**config.mk**
```make
export PLATFORM = sky130hd
export DESIGN_NAME = ram_port_arbiter
export DESIGN_NICKNAME = d
export VERILOG_FILES = /design/src/rtl/ram_arb_pkg.sv /design/src/rtl/ram_arb_rd_tracker.sv /design/src/rtl/ram_port_arbiter.sv
export SDC_FILE = /design/constraint.sdc
export NUM_CORES = 1
export LEC_CHECK = 0
export BUFFER_PORTS_ARGS = -buffer_cell sky130_fd_sc_hd__buf_2
export CAP_MARGIN = 20
export CORE_ASPECT_RATIO = 0.5
export CORE_MARGIN = 1
export CORE_UTILIZATION = 23
export CTS_BUF_LIST = sky130_fd_sc_hd__clkbuf_8
export DETAILED_ROUTE_END_ITERATION = 8
export PLACE_DENSITY = 0.78
export SYNTH_ARGS = -nofsm -noshare
export SYNTH_HDL_FRONTEND = slang
export SYNTH_SLANG_ARGS = --single-unit
```
**constraint.sdc**
```tcl
create_clock -name clk -period 1.8 [get_ports clk]
set_clock_uncertainty 0.1 [all_clocks]
set_input_delay 0.54 -clock clk [delete_from_list [all_inputs] [get_ports clk]]
set_output_delay 0.54 -clock clk [all_outputs]
set_load 0.005 [all_outputs]
```
**src/rtl/ram_arb_pkg.sv**
```systemverilog
// Purpose: shared types for the RAM port arbiter (requester select, read-return tag).
// Latency: n/a (types and constants only).
// Backpressure: n/a.
package ram_arb_pkg;

    // Which requester owns an access; also carried by read tags to steer rvalid.
    typedef enum logic {
        ARB_M0 = 1'b0,
        ARB_M1 = 1'b1
    } arb_sel_e;

    typedef struct packed {
        logic     valid;
        arb_sel_e sel;
    } rd_tag_t;

    localparam rd_tag_t RD_TAG_IDLE = '{valid: 1'b0, sel: ARB_M0};

endpackage

```
**src/rtl/ram_arb_rd_tracker.sv**
```systemverilog
// Purpose: delay line that follows each granted read to the cycle its RAM data is valid.
// Latency: DEPTH cycles from tag_i to tag_o.
// Backpressure: none; one tag accepted and one retired every cycle.
//
// Ports:
//   clk, rst_n  clock and async active-low clear (drops all in-flight tags)
//   tag_i       tag of the access granted this cycle (valid=0 for writes/idle)
//   tag_o       tag leaving the pipe, aligned with the RAM read data
module ram_arb_rd_tracker
    import ram_arb_pkg::*;
#(
    parameter int DEPTH = 1
) (
    input  logic    clk,
    input  logic    rst_n,
    input  rd_tag_t tag_i,
    output rd_tag_t tag_o
);

    rd_tag_t pipe_q [DEPTH];

    always_ff @(posedge clk or negedge rst_n) begin
        if (!rst_n) begin
            for (int i = 0; i < DEPTH; i++) begin
                pipe_q[i] <= RD_TAG_IDLE;
            end
        end else begin
            pipe_q[0] <= tag_i;
            for (int i = 1; i < DEPTH; i++) begin
                pipe_q[i] <= pipe_q[i-1];
            end
        end
    end

    assign tag_o = pipe_q[DEPTH-1];

endmodule

```
**src/rtl/ram_port_arbiter.sv**
```systemverilog
// Purpose: shares one RAM port between M0 (data) and M1 (fetch); M0 priority, M1 anti-starvation.
// Latency: grant combinational; read data READ_LATENCY cycles after grant, rvalid aligned.
// Backpressure: a requester holds req until its gnt; at most one grant per cycle, no queueing.
//
// Ports:
//   clk, rst_n                        clock and async active-low reset
//   m0_req/we/addr/wdata, m0_gnt      M0 request fields and same-cycle grant
//   m0_rvalid                         rdata holds an M0 read result this cycle
//   m1_req/we/addr/wdata, m1_gnt      M1 request fields and same-cycle grant
//   m1_rvalid                         rdata holds an M1 read result this cycle
//   rdata                             read-return bus, straight from ram_rdata
//   ram_en/we/addr/wdata, ram_rdata   RAM CPU-side port
module ram_port_arbiter
    import ram_arb_pkg::*;
#(
    parameter int ADDR_WIDTH   = 8,
    parameter int DATA_WIDTH   = 32,
    parameter int READ_LATENCY = 1,
    parameter int STARVE_LIMIT = 4
) (
    input  logic                  clk,
    input  logic                  rst_n,
    input  logic                  m0_req,
    input  logic                  m0_we,
    input  logic [ADDR_WIDTH-1:0] m0_addr,
    input  logic [DATA_WIDTH-1:0] m0_wdata,
    output logic                  m0_gnt,
    output logic                  m0_rvalid,
    input  logic                  m1_req,
    input  logic                  m1_we,
    input  logic [ADDR_WIDTH-1:0] m1_addr,
    input  logic [DATA_WIDTH-1:0] m1_wdata,
    output logic                  m1_gnt,
    output logic                  m1_rvalid,
    output logic [DATA_WIDTH-1:0] rdata,
    output logic                  ram_en,
    output logic                  ram_we,
    output logic [ADDR_WIDTH-1:0] ram_addr,
    output logic [DATA_WIDTH-1:0] ram_wdata,
    input  logic [DATA_WIDTH-1:0] ram_rdata
);

    localparam int CNT_W = (STARVE_LIMIT > 0) ? $clog2(STARVE_LIMIT + 1) : 1;
    localparam logic [CNT_W-1:0] LIMIT = CNT_W'(STARVE_LIMIT);
    localparam bit   STARVE_EN = (STARVE_LIMIT > 0);

    logic [CNT_W-1:0] starve_cnt_q, starve_cnt_d;
    logic             m1_urgent;
    rd_tag_t          tag_d, tag_exit;

    // Grants are gated with rst_n so every RAM-side output is low for the whole
    // reset interval, not just from the next clock edge.
    always_comb begin
        m1_urgent = STARVE_EN && (starve_cnt_q == LIMIT);
        m1_gnt    = rst_n && m1_req && (!m0_req || m1_urgent);
        m0_gnt    = rst_n && m0_req && !m1_gnt;
    end

    // Counts consecutive cycles M1 has been kept waiting; saturates so M1 keeps
    // priority until it is actually served.
    always_comb begin
        starve_cnt_d = starve_cnt_q;
        if (!m1_req || m1_gnt) begin
            starve_cnt_d = '0;
        end else if (starve_cnt_q != LIMIT) begin
            starve_cnt_d = starve_cnt_q + 1'b1;
        end
    end

    always_ff @(posedge clk or negedge rst_n) begin
        if (!rst_n) begin
            starve_cnt_q <= '0;
        end else begin
            starve_cnt_q <= starve_cnt_d;
        end
    end

    always_comb begin
        ram_we    = 1'b0;
        ram_addr  = '0;
        ram_wdata = '0;
        if (m0_gnt) begin
            ram_we    = m0_we;
            ram_addr  = m0_addr;
            ram_wdata = m0_wdata;
        end else if (m1_gnt) begin
            ram_we    = m1_we;
            ram_addr  = m1_addr;
            ram_wdata = m1_wdata;
        end
        ram_en = m0_gnt | m1_gnt;
    end

    // Only reads launch a tag; writes return nothing.
    always_comb begin
        tag_d.valid = (m0_gnt && !m0_we) || (m1_gnt && !m1_we);
        tag_d.sel   = m1_gnt ? ARB_M1 : ARB_M0;
    end

    ram_arb_rd_tracker #(
        .DEPTH (READ_LATENCY)
    ) u_rd_tracker (
        .clk   (clk),
        .rst_n (rst_n),
        .tag_i (tag_d),
        .tag_o (tag_exit)
    );

    assign m0_rvalid = tag_exit.valid && (tag_exit.sel == ARB_M0);
    assign m1_rvalid = tag_exit.valid && (tag_exit.sel == ARB_M1);
    assign rdata     = ram_rdata;

endmodule

```
; ---- Word level (Yosys, flattened, before mapping)
; Index checks and enable logic that the tools add are counted.
[totals]
regBits = 5
in_bits = 118
word_cells = 34
[op_classes]
addsub = 1
n_eq_ne = 2
muxes = 9
bitwise_logic = 2
reduce_logical = 17
[ops]
columns = op, count
row1 = $mux 32, 2
row2 = $mux 8, 2
row3 = $logic_and 1x1->1, 8
row4 = $mux 3, 2
row5 = $logic_not 1->1, 5
row6 = $add 3x1->3 const B, 1
row7 = $eq 3x3->1 const B, 1
row8 = $logic_or 1x1->1, 3
row9 = $mux 1, 3
row10 = $ne 3x3->1 const B, 1
row11 = $reduce_bool 2->1, 1
row12 = $not 1->1, 1
row13 = $or 1x1->1, 1

; ---- Logic depth before layout (Yosys ltp)
[depth]
word_depth = 7
depth_mapped = 6
ltp_nobuf = 5

; ---- Modules after synthesis
; Synthesis repeated with hierarchy kept, for this count alone.
[hier_totals]
hier_cells = 110
area_unflattened_um2 = 996.0
[modules_own_cells]
columns = mod, instances, cells_each, area_per_inst_um2
row1 = ram_port_arbiter, 1, 108, 945.9
row2 = ram_arb_rd_tracker, 1, 2, 50.0

; ---- Worst setup path after synthesis
; OpenSTA, ideal clock, no wires.
[synth_timing]
path_type = register to output
startpoint = reg starve_cnt_q[0]
endpoint = out ram_we
arrival_time_ps = 1419
required_ps = 1160
path_slack_ps = -259
stages_incl_launch_ff = 7
path_buffers = 1
path_cell_list = dfrtp_1 -> inv_1 -> ha_1 -> nand2_2 -> a21oi_4 -> buf_6 -> mux2i_1
[synth_via]
elab_chain_len = 6
[synth_lines]
columns = item, line_no
row1 = from (decl), ram_port_arbiter.sv:47  ; logic [CNT_W-1:0] starve_cnt_q, starve_cnt_d;
row2 = from (signal assigned), ram_port_arbiter.sv:74  ; starve_cnt_q <= starve_cnt_d;
row3 = $eq 3x3->1 (*), ram_port_arbiter.sv:54  ; m1_urgent = STARVE_EN && (starve_cnt_q == LIMIT);
row4 = $logic_or 1x1->1 (*), ram_port_arbiter.sv:55  ; m1_gnt = rst_n && m1_req && (!m0_req || m1_urgent);
row5 = $logic_and 1x1->1 (*), ram_port_arbiter.sv:55
row6 = net m1_gnt, ram_port_arbiter.sv:33  ; output logic m1_gnt,
row7 = $logic_not 1->1, ram_port_arbiter.sv:56  ; m0_gnt = rst_n && m0_req && !m1_gnt;
row8 = $logic_and 1x1->1, ram_port_arbiter.sv:56
row9 = $mux 1 (*), ram_port_arbiter.sv:82  ; if (m0_gnt) begin
row10 = to (decl), ram_port_arbiter.sv:37  ; output logic ram_we,
; Mark *: on every way through the listed nets, which the timed path passes. The rest lies on a longest branch.

; ---- Worst setup path after layout
[layout_timing]
startpoint = reg starve_cnt_q[1]
endpoint = out ram_wdata[6]
[layout_via]
elab_chain_len = 6
[layout_lines]
columns = item, line_no
row1 = $eq 3x3->1 (*), ram_port_arbiter.sv:54
row2 = $logic_or 1x1->1 (*), ram_port_arbiter.sv:55
row3 = $logic_and 1x1->1 (*), ram_port_arbiter.sv:55
row4 = $logic_not 1->1, ram_port_arbiter.sv:56
row5 = $logic_and 1x1->1, ram_port_arbiter.sv:56
row6 = $mux 32 (*), ram_port_arbiter.sv:82
row7 = to (decl), ram_port_arbiter.sv:39  ; output logic [DATA_WIDTH-1:0] ram_wdata,
; Mark *: on every way between the ends. The rest lies on a longest branch, timed or not.

==> impl_metrics.env <==
export IMPL_cpPeakStageDelay_ns=0.38
export IMPL_via_per_inst=4.715
export IMPL_clkSinkCount=5
export IMPL_hold_slack_ns=0.1406
export IMPL_period_minus_slack_ns=2.259
export IMPL_synthXorXnorAreaFrac_pct=0.8794
export IMPL_fp_dieH_um=48.53
export IMPL_met3_wirelength_um=426
export IMPL_core_um2=4024
export IMPL_start_kind="flip-flop"
export IMPL_antenna_left=0
export IMPL_ys_top_cells_by_area="a22o_1, buf_4, dfrtp_1"
export IMPL_layout_cells_non_filler=281
export IMPL_layout_setup_ws_ns=-0.4590
export IMPL_num_nets_final=348
export IMPL_setup_viol=43
export IMPL_criticalPathCategory="flip-flop to output pin"
export IMPL_crit_path_end_kind="output pin"
export IMPL_post_place_cells=267
export IMPL_die_area_um2=4613
export IMPL_required_ns=1.16
export IMPL_yosysUniqueCellTypes=20
export IMPL_synthSimpleGateAreaFrac_pct=6.658
export IMPL_first_iter_violations=55
export IMPL_vdd_ir_drop_max_mv=0.1833
export IMPL_synth_area_um2=996.0
export IMPL_hold_path_class="input pin to async pin"
export IMPL_grt_overflow=0
export IMPL_yosysTopAreaCell="a22o_1"
export IMPL_io_pins=196
export IMPL_cts_tree="built"
export IMPL_grt_usage_pct=17.41
export IMPL_rsz0062_at_grt="yes"
export IMPL_synth_fa_ha_area_share_pct=2.513
export IMPL_dr_pass1_iters=4
export IMPL_synthMuxAreaShare_pct=2.010
export IMPL_synth_ff_latch_count=5
export IMPL_path_max_fanout=10
export IMPL_maxCapViolCount=0
export IMPL_slew_viol_final=0
export IMPL_clkLatencyLatePin_ns=0.22
export IMPL_wl_um=4573
export IMPL_drc=0
export IMPL_power_w=0.0007450
export IMPL_rows=16
export IMPL_cts_buffers=3
export IMPL_powerDensity_nw_per_um2=409.8
export IMPL_clock_path_buffers=2
export IMPL_avgRoutedWirePerCell_um=16.27
export IMPL_syn_inst=110
export IMPL_port_buffers=131
export IMPL_max_freq_mhz=442.7
export IMPL_drive_gt1_share_pct=74.89
export IMPL_crit_arrival_ns=1.62
export IMPL_fin_area_um2=1818
export IMPL_final_hold_viol_count=0
export IMPL_synth_top_family_by_area="compound AO/OA/AOI/OAI gates"
export IMPL_root_buffer="clkbuf_8"
export IMPL_post_dp_hpwl_um=3249
export IMPL_status="finished, violations left"
export IMPL_die_w_um=95.06
export IMPL_gp_congestion=0.7237
export IMPL_grt_pass1_wl_um=6134
export IMPL_syn_avg_cell_area_um2=9.054
export IMPL_fin_util_pct=45.18
export IMPL_wl_met1_um=1766
export IMPL_ys_warn_count=0
export IMPL_cts_hold_buf=0
export IMPL_clk_pin_slew_ns=0.04
export IMPL_path_cells="inv_2 > ha_4 > nand2_4 > a21oi_4 > buf_4 > clkbuf_16 > a22o_1 > buf_2"
export IMPL_grt_antenna_before_repair=0
export IMPL_grt_pass1_vias=1178
export IMPL_synth_compound_area_share_pct=40.70
export IMPL_max_slew_margin_rel_pct=78.32
export IMPL_cp_slowest_cell="dfrtp_1"
export IMPL_wl_met2_um=2287
export IMPL_syn_nets=230
export IMPL_netlist_area_leader_share_pct=29.02
export IMPL_diodes=0
export IMPL_dpl_cell_area_um2=1553
export IMPL_grt_max_degree=43
export IMPL_syn2layout_area_growth_pct=82.54
export IMPL_cts_htree_levels=1
export IMPL_worstMarginPinSlew_ns=0.3207
export IMPL_start_util_pct=24.75
export IMPL_vias=1325
export IMPL_top_layer="met4"
export IMPL_fill_cells=387
export IMPL_ys_seq_area_share_pct=12.56
export IMPL_violations="setup timing"
export IMPL_min_period_over_period_pct=125.5
export IMPL_leakage_nw=1.080
-- state kept, by name, summed over array words and instances (netlist names) --
signal              count
starve_cnt_q            3
u_rd_tracker.tag_o      2
-- repair_timing --
action                                  in CTS  in global routing
gates cloned                                 1                  5
resized for setup                            3                  8
buffers inserted                             5                  1
endpoints found under the setup margin      43                 43
pin swaps                                    0                  3
-- power breakdown --
part	internal (W)	total, W	leakage, nW	switching [W]
registers	0.000122	0.000130	0.0664	0.00000727
logic	0.000247	0.000411	0.987	0.000164
clock network	0.000146	0.000204	0.0269	0.0000575
total	0.000516	0.000745	1.08	0.000229
-- kinds of logic after synthesis --
kind of cell	Yosys count
DFF	5
xor gates and xnor gates	1
adders and majority gates	2
muxes	2
AOI/OAI and AO/OA	44
and+or+nand+nor	12
buffers and inverters	44
-- worst max-delay path, delay by kind of cell, from the launching register on --
family	cells	cell delay (ns)
flip-flops	1	0.38
adder cells (fa/ha/maj)	1	0.16
AO/OA/AOI/OAI	2	0.28
buffers and inverters	4	0.51
AND/OR/NAND/NOR	1	0.06
-- cell usage in the layout, fill, tap and decap left out --
cell,instances
buf_2,127
a22o_1,33
buf_4,12
buf_6,6
a22o_4,5
dfrtp_1,5
clkbuf_16,4
nand2_1,3
a22o_2,3
inv_1,3
clkbuf_8,3
inv_2,2
mux2i_1,2
nor3b_1,2
nor2_1,2
buf_12,2
nand2_4,1
a21oi_4,1
a31oi_4,1
o21a_1,1
nor2b_1,1
and2_1,1
nand3_1,1
xnor2_1,1
nor4b_1,1
ha_4,1
ha_1,1
buf_16,1
buf_8,1
-- cell usage after synthesis --
master and instances:
and2_1 1, buf_4 32, nand3_1 1, ha_1 2, buf_6 8, nand2_2 1
dfrtp_1 5, a22o_2 8, xnor2_1 1, nand2_1 3, a22o_1 33, nor2b_1 1
o21a_1 1, a21oi_4 1, nor2_1 2, inv_1 4, mux2i_1 2, nor3b_1 2
a31oi_2 1, nor4b_1 1
-- final cells by class --
type                            instances  area (µm²)  area share, %
Multi-Input combinational cell         61       589.3          32.42
Tap cell                               54       67.56          3.716
Timing Repair Buffer                  153       975.9          53.68
Clock inverter                          1       3.754         0.2065
Sequential cell                         5       125.1          6.882
Inverter                                4       15.01         0.8259
Clock buffer                            3       41.29          2.271
-- metal layers --
layer | global-route usage [%] | vias up
met2 | 31.55 | 82
li1 | - | 617
met1 | 19.34 | 616
met4 | 6.566 | 0
met3 | 4.560 | 10
met5 | 0 | -
-- worst paths after layout --
| check | from | endpoint | slack (ns) | depth (start not counted) |
|---|---|---|---|---|
| setup / recovery | starve_cnt_q[1] | ram_wdata[6] | -0.46 | 8 |
| hold / removal | rst_n | starve_cnt_q[1] | 0.14 | 2 |
| setup reg to reg | starve_cnt_q[0] | starve_cnt_q[2] | 0.14 | 8 |
| hold reg to reg | starve_cnt_q[0] | starve_cnt_q[0] | 0.59 | 3 |
| max in group asynchronous | rst_n | u_rd_tracker.tag_o[1] | 1.33 | 2 |
| min in group clk | m0_we | u_rd_tracker.tag_o[1] | 0.52 | 3 |
-- stage by stage --
step / setup TNS (ns) / setup slack (ns)
3_3_place_gp: -10.65 / -0.2924
5_1_grt: -21.72 / -0.5291
3_5_place_dp: -12.57 / -0.3263
6_report: -18.18 / -0.4590
4_1_cts: -18.03 / -0.4472
2_1_floorplan: -3.112 / -0.1511
(Power assumes the default switching activity.)
